$ cat src/rtl/mdr_mem_interface.sv
// mdr_mem_interface
//
// Memory Data Register (MDR) and Memory Address Register (MAR) for the CPU
// datapath, together with a small controller. The controller runs one
// single-word read or write at a time against external memory. Each request
// waits for an ack and gives up after a fixed number of cycles.
//
// Ports:
//   clock        rising-edge clock
//   clear_n      asynchronous active-low reset
//   bus_in       bus-mux output; loads MAR (low ADDR_W bits) and MDR
//   mar_in       load MAR from bus_in (only while idle)
//   mdr_in       load MDR from bus_in (only while idle)
//   read_start   start a memory read into MDR
//   write_start  start a memory write of MDR (read wins if both are set)
//   mem_rdata    memory read data
//   mem_ack      memory completes the outstanding request this cycle
//   mdr_out      MDR contents, fed to the bus-mux MDR input
//   mem_addr     transaction address, stable for the whole request
//   mem_wdata    write data, stable for the whole request
//   mem_rd       read request
//   mem_wr       write request
//   busy         a transaction is in progress
//   done         one-cycle completion pulse (success or timeout)
//   err_timeout  sticky; the last transaction timed out
module mdr_mem_interface #(
    parameter int ADDR_W  = 9,
    parameter int TIMEOUT = 16
) (
    input  logic              clock,
    input  logic              clear_n,
    input  logic [31:0]       bus_in,
    input  logic              mar_in,
    input  logic              mdr_in,
    input  logic              read_start,
    input  logic              write_start,
    input  logic [31:0]       mem_rdata,
    input  logic              mem_ack,
    output logic [31:0]       mdr_out,
    output logic [ADDR_W-1:0] mem_addr,
    output logic [31:0]       mem_wdata,
    output logic              mem_rd,
    output logic              mem_wr,
    output logic              busy,
    output logic              done,
    output logic              err_timeout
);

    // Sized to hold TIMEOUT-1 even when TIMEOUT is 1.
    localparam int CNT_W = $clog2(TIMEOUT + 1);
    localparam logic [CNT_W-1:0] CNT_LAST = CNT_W'(TIMEOUT - 1);

    typedef enum logic [1:0] {
        IDLE       = 2'd0,
        READ_WAIT  = 2'd1,
        WRITE_WAIT = 2'd2
    } state_t;

    state_t            state_reg,  state_next;
    logic [ADDR_W-1:0] mar_reg,    mar_next;
    logic [31:0]       mdr_reg,    mdr_next;
    logic [ADDR_W-1:0] addr_reg,   addr_next;
    logic [31:0]       wdata_reg,  wdata_next;
    logic              rd_reg,     rd_next;
    logic              wr_reg,     wr_next;
    logic              busy_reg,   busy_next;
    logic              done_reg,   done_next;
    logic              err_reg,    err_next;
    logic [CNT_W-1:0]  cnt_reg,    cnt_next;

    // A load in the start cycle must reach the memory interface directly,
    // because MAR/MDR only take the new value at the same edge.
    logic [ADDR_W-1:0] start_addr;
    logic [31:0]       start_wdata;

    assign start_addr  = mar_in ? bus_in[ADDR_W-1:0] : mar_reg;
    assign start_wdata = mdr_in ? bus_in : mdr_reg;

    always_ff @(posedge clock or negedge clear_n) begin
        if (!clear_n) begin
            state_reg <= IDLE;
            mar_reg   <= '0;
            mdr_reg   <= '0;
            addr_reg  <= '0;
            wdata_reg <= '0;
            rd_reg    <= 1'b0;
            wr_reg    <= 1'b0;
            busy_reg  <= 1'b0;
            done_reg  <= 1'b0;
            err_reg   <= 1'b0;
            cnt_reg   <= '0;
        end else begin
            state_reg <= state_next;
            mar_reg   <= mar_next;
            mdr_reg   <= mdr_next;
            addr_reg  <= addr_next;
            wdata_reg <= wdata_next;
            rd_reg    <= rd_next;
            wr_reg    <= wr_next;
            busy_reg  <= busy_next;
            done_reg  <= done_next;
            err_reg   <= err_next;
            cnt_reg   <= cnt_next;
        end
    end

    always_comb begin
        state_next = state_reg;
        mar_next   = mar_reg;
        mdr_next   = mdr_reg;
        addr_next  = addr_reg;
        wdata_next = wdata_reg;
        rd_next    = rd_reg;
        wr_next    = wr_reg;
        busy_next  = busy_reg;
        done_next  = 1'b0;
        err_next   = err_reg;
        cnt_next   = cnt_reg;

        unique case (state_reg)
            IDLE: begin
                // mem_ack is deliberately ignored here.
                if (mar_in) mar_next = bus_in[ADDR_W-1:0];
                if (mdr_in) mdr_next = bus_in;
                if (read_start || write_start) begin
                    addr_next = start_addr;
                    cnt_next  = '0;
                    err_next  = 1'b0;
                    busy_next = 1'b1;
                    if (read_start) begin
                        state_next = READ_WAIT;
                        rd_next    = 1'b1;
                    end else begin
                        state_next = WRITE_WAIT;
                        wr_next    = 1'b1;
                        wdata_next = start_wdata;
                    end
                end
            end

            READ_WAIT, WRITE_WAIT: begin
                // An ack in the final allowed cycle still counts as success.
                if (mem_ack || cnt_reg == CNT_LAST) begin
                    state_next = IDLE;
                    rd_next    = 1'b0;
                    wr_next    = 1'b0;
                    busy_next  = 1'b0;
                    done_next  = 1'b1;
                    if (mem_ack) begin
                        if (state_reg == READ_WAIT) mdr_next = mem_rdata;
                    end else begin
                        err_next = 1'b1;
                    end
                end else begin
                    cnt_next = cnt_reg + 1'b1;
                end
            end

            default: begin
                state_next = IDLE;
                rd_next    = 1'b0;
                wr_next    = 1'b0;
                busy_next  = 1'b0;
            end
        endcase
    end

    assign mdr_out     = mdr_reg;
    assign mem_addr    = addr_reg;
    assign mem_wdata   = wdata_reg;
    assign mem_rd      = rd_reg;
    assign mem_wr      = wr_reg;
    assign busy        = busy_reg;
    assign done        = done_reg;
    assign err_timeout = err_reg;

endmodule

$ cat config.mk
export PLATFORM = sky130hd
export DESIGN_NAME = mdr_mem_interface
export DESIGN_NICKNAME = d
export VERILOG_FILES = /design/src/rtl/mdr_mem_interface.sv
export SDC_FILE = /design/constraint.sdc
export NUM_CORES = 1
export LEC_CHECK = 0
export CORE_MARGIN = 4
export CORE_UTILIZATION = 50
export CTS_BUF_LIST = sky130_fd_sc_hd__clkbuf_8
export DETAILED_ROUTE_END_ITERATION = 16
export MAX_ROUTING_LAYER = met4
export PLACE_DENSITY = 0.84
export SYNTH_ARGS = -nofsm -noshare
export SYNTH_HDL_FRONTEND = slang
export SYNTH_SLANG_ARGS = --single-unit
$ cat constraint.sdc
create_clock -name clock -period 5.6 [get_ports clock]
set_input_delay 0.56 -clock clock [delete_from_list [all_inputs] [get_ports clock]]
set_output_delay 0.56 -clock clock [all_outputs]
set_load 0.02 [all_outputs]
**After elaboration in Yosys (flattened, before gate mapping)**

Index checks and enable logic that the tools add are counted.

- Input bits: 71
- Logic and storage cells: 65
- Register bits after elaboration: 94
- Output and inout bits: 78

- Add/subtract/negate cells: 1
- Equality and inequality tests: 11
- Muxes and demuxes: 28
- Bitwise logic cells: 1
- Reductions and logical operators: 13

Operators by type and width:

| operator | count |
|---|---|
| 32-bit two-way mux | 4 |
| 32-bit case mux with 2 select lines | 1 |
| 2-bit inequality test, second input constant | 8 |
| 3-bit AND reduction | 4 |
| 1-bit two-way mux | 11 |
| 5-bit two-way mux | 2 |
| 5-bit case mux with 2 select lines | 1 |
| 9-bit two-way mux | 1 |
| 1-bit case mux with 2 select lines | 4 |
| 4-bit AND reduction | 2 |
| 2-bit two-way mux | 3 |
| 5-bit by 1-bit adder with 5-bit output, second input constant | 1 |
| 5-bit by 4-bit == test with 1-bit output, second input constant | 1 |
| 2-bit case mux with 2 select lines | 1 |
| 2-bit AND reduction | 2 |
| 2-bit by 1-bit == test with 1-bit output, second input constant | 1 |
| 2-bit == test, second input constant | 1 |
| 2-bit zero test | 1 |
| 1-bit logical OR | 2 |
| 2-bit nonzero test | 1 |
| 2-bit OR reduction | 1 |
| 1-bit inverter | 1 |

**Longest topological paths before layout**

- Depth in word-level cells: 5
- Mapped depth: 7
- Depth with buffers taken out: 6

**Worst setup path before layout**

Ideal clock, no wire load.

- Path type: flip-flop to flip-flop
- Start: register cnt_reg[0]
- End: register state_reg[0]
- Data required time: 5.473 ns
- Cell stages (with the launch flop): 8
- Data arrival time: 1.785 ns
- Buffers on the path: 1
- Slack: 3.687 ns
- Setup time: 0.127 ns
- Period minus slack after synthesis: 1.913 ns
- Path through: dfrtp_1 -> ha_1 -> and3_1 -> ha_1 -> or3b_1 -> clkbuf_1 -> o2bb2ai_1 -> o2bb2ai_1

- Longest elaborated chain between the ends: 4

Ends and longest elaborated chain:

| element | RTL line | RTL |
|---|---|---|
| start: declaration | 69 | `logic [CNT_W-1:0] cnt_reg, cnt_next;` |
| start signal: assignment | 103 | `cnt_reg <= cnt_next;` |
| 5-bit by 4-bit == test with 1-bit output | 143 | `if (mem_ack \|\| cnt_reg == CNT_LAST) begin` |
| 1-bit logical OR | 143 |  |
| 2-bit inequality test (no source line) | - |  |
| 2-bit AND reduction (no source line) | - |  |
| end signal: assignment | 93 | `state_reg <= state_next;` |
| end: declaration | 59 | `state_t state_reg, state_next;` |

No other way between the ends.
A chain may end at the register's enable or synchronous reset.

**Worst setup path after layout**

- Start: register state_reg[0]
- End: register mdr_reg[5] (netlist: mdr_out[5])

- Longest elaborated chain between the ends: 4
- Elaborated cells on any way between the ends: 10
- Those cells by class: eq/ne (5); mux (1); reduce/logical (4)

Ends and longest elaborated chain:

| element | RTL line | RTL |
|---|---|---|
| 2-bit by 1-bit == test with 1-bit output / 2-bit == test (equally long branches) | 120, 150 |  |
| 2-bit OR reduction | 120 | `unique case (state_reg)` |
| 2-bit inequality test (no source line) / 2-bit nonzero test (equally long branches) | - |  |
| 4-bit AND reduction (no source line) | - |  |
| end signal: assignment | 95 | `mdr_reg <= mdr_next;` |
| end: declaration | 61 | `logic [31:0] mdr_reg, mdr_next;` |

Parallel ways exist; a longest one is shown, timed or not.

==> metrics <==
status=finished, final reports clean; Critical Path Sink Type=flop; syn nets=491; worst reg2reg startpoint=state_reg[0]; Cells after Synth=416; Cell Area, Synth=0.00426 mm2; post-CTS setup buffer count=0; Tmin final=2850 ps; setup_tns=0 ps; Final setup viols=0; Synth area leader=dfrtp_1; maximum VDD drop=330 uV; initial antenna violation count=0; ant diodes=0; Post-route DRC=0; DRT iter0 DRCs=134; final worst setup slack=2750 ps; Worst Setup EP=mdr_out[5]; #FFs+latches synth=94; Worst-Margin Slew=1230 ps; Die W=100 um; reg-to-reg endpoint=mdr_out[5]; leading post-synthesis cells by cell area=dfrtp_1 55%, mux2i_1 9.6%, o21ai_0 5.4%; most frequent cells in the layout=146 x clkdlybuf4s50_1, 94 x dfrtp_1, 46 x o21ai_0, 45 x nand2_1, 41 x mux2i_1; crit-path max cell delay=1040 ps; M3 GR Usage=3.82%; critical path required time=5780 ps; crit-path leading delay family=simple AND/OR/NAND/NOR gates; Routed WL per cell=17.0 um; Max Root-Sink Buffers=2; cts bufs inserted=9; hold buffer count at CTS=0; I/O pin total=149; Yosys Warn Count=0; DP Wirelength=7980 um; Die Ht=100 um; via count=3594; Buf/Inv on CP=1; Yosys top cell area share=55.2%; core area=0.00826 mm2; Worst Reg2Reg Path Length in Cells=5; grt ovf=0; Max Fclk=351 MHz; final antenna-violating net count=0; sequential element share of the synthesized area=55.2%; ys async rst share=100%; final WL=11200 um; cts repair resizes=0; CTS tree=done; met1 Use GR=30.4%; hold_ws=34.2 ps; Max Cap Viol=0; slowest CP cell=and2_1; CP Launch Point=state_reg[0]; GRT Total Usage=23.2%; die area=0.0101 mm2; placer congestion estimate=0.873; max-slew violation count=0; DRT Pass-1 Iters=5; Post-synth EDFFs=0; IO Port Bufs=148; Critical Path Start Type=flop; first-pass GRT wire length=18300 um; type of the worst setup path=flop to flop; Layout Nets=627; Most used DFF post-synth=dfrtp_1; dpl ws=2440 ps; CP Depth=5; type of the tightest min-delay check=input pin to async pin; Pleak=2.75 nW; Worst-Skew Late Latency=350 ps; Layout area overhead=40.6%; Fin. Hold Viols=0; FP Rows=33; layout cells sized above 1=6.28%; clock skew=11.4 ps; vias per inst=5.43; fin crit share=50.8%; root buffer cell=clkbuf_8; worst path arrival time=3030 ps; R2R Setup Slk=2750 ps; starting density of the core=51.6%; synthesized area per cell=10.2 um2; post-synthesis cell type count=36; CP max FO=33; clock-pin slew on the worst setup and hold paths=90 ps; largest net degree at the start of global routing=83; number of global-route vias before repair=3729; met2 Use GR=38.1%; CP Cell Sequence=inv_1, ha_1, nand3_2, and2_1, a21oi_1; Pwr Density=560 mW/mm2; grt peak-use layer=met2; relative slew slack=18.2%; commonest non-fill, non-tap cell in the layout=clkdlybuf4s50_1; RSZ-0062 raised after global routing=false; maximum level of the CTS H-tree=3; CTS Sinks=94
## metal layers
layer	share of wire [%]	vias to the layer above
met5	0	-
met4	0.96	0
met3	7.4	10
met2	49	139
met1	42	1725
li1	-	1720
## layout make-up
class,instances,area [um2]
Fill cell,607,2270
Sequential cell,94,2350
Multi-Input combinational cell,257,1630
Inverter,38,143
Tap cell,105,131
Clock inverter,5,81.3
Clock buffer,11,151
Timing Repair Buffer,152,1500
## cells by family after synthesis
family,share of synthesized area [%]
and+or+nand+nor,8.43
muxes,12.0
adders and majority gates,1.17
buffers and inverters,6.58
DFF,55.2
AOI/OAI and AO/OA,16.6
## cells in the mapped netlist (3+ instances only)
cell type	number
dfrtp_1	94
o21ai_0	46
nand2_1	45
mux2i_1	41
a21oi_1	39
inv_1	38
o22ai_1	32
clkbuf_1	13
buf_2	11
mux2_2	9
nor2_1	7
ha_1	4
a31oi_1	3
buf_6	3
nand3_1	3
nand3b_1	3
nor2b_1	3
## worst min path at each step
stage                 end  cells past startpoint
2_1_floorplan        busy                      0
3_3_place_gp   mar_reg[7]                      1
3_5_place_dp   mar_reg[7]                      1
4_1_cts        mar_reg[7]                      1
5_1_grt        mar_reg[7]                      1
6_report       mar_reg[7]                      1
## per-stage QoR
step / power, W / instance area, um2 / cells / utilization, %
2_1_floorplan: 0.00210 / 4260 / 416 / -
3_3_place_gp: 0.00280 / 5760 / 646 / 69.7
3_5_place_dp: 0.00287 / 5760 / 646 / 69.7
4_1_cts: 0.00338 / 5990 / 662 / 72.5
5_1_grt: 0.00356 / 5990 / 662 / 72.5
6_report: 0.00335 / 5990 / 662 / 72.5
## where the power goes
group	switching (W)	internal [W]	total, W
clock	0.000232	0.000276	0.000508
combinational	0.000883	0.000754	0.00164
sequential	0.000210	0.000998	0.00121
(Power assumes the default switching activity.)
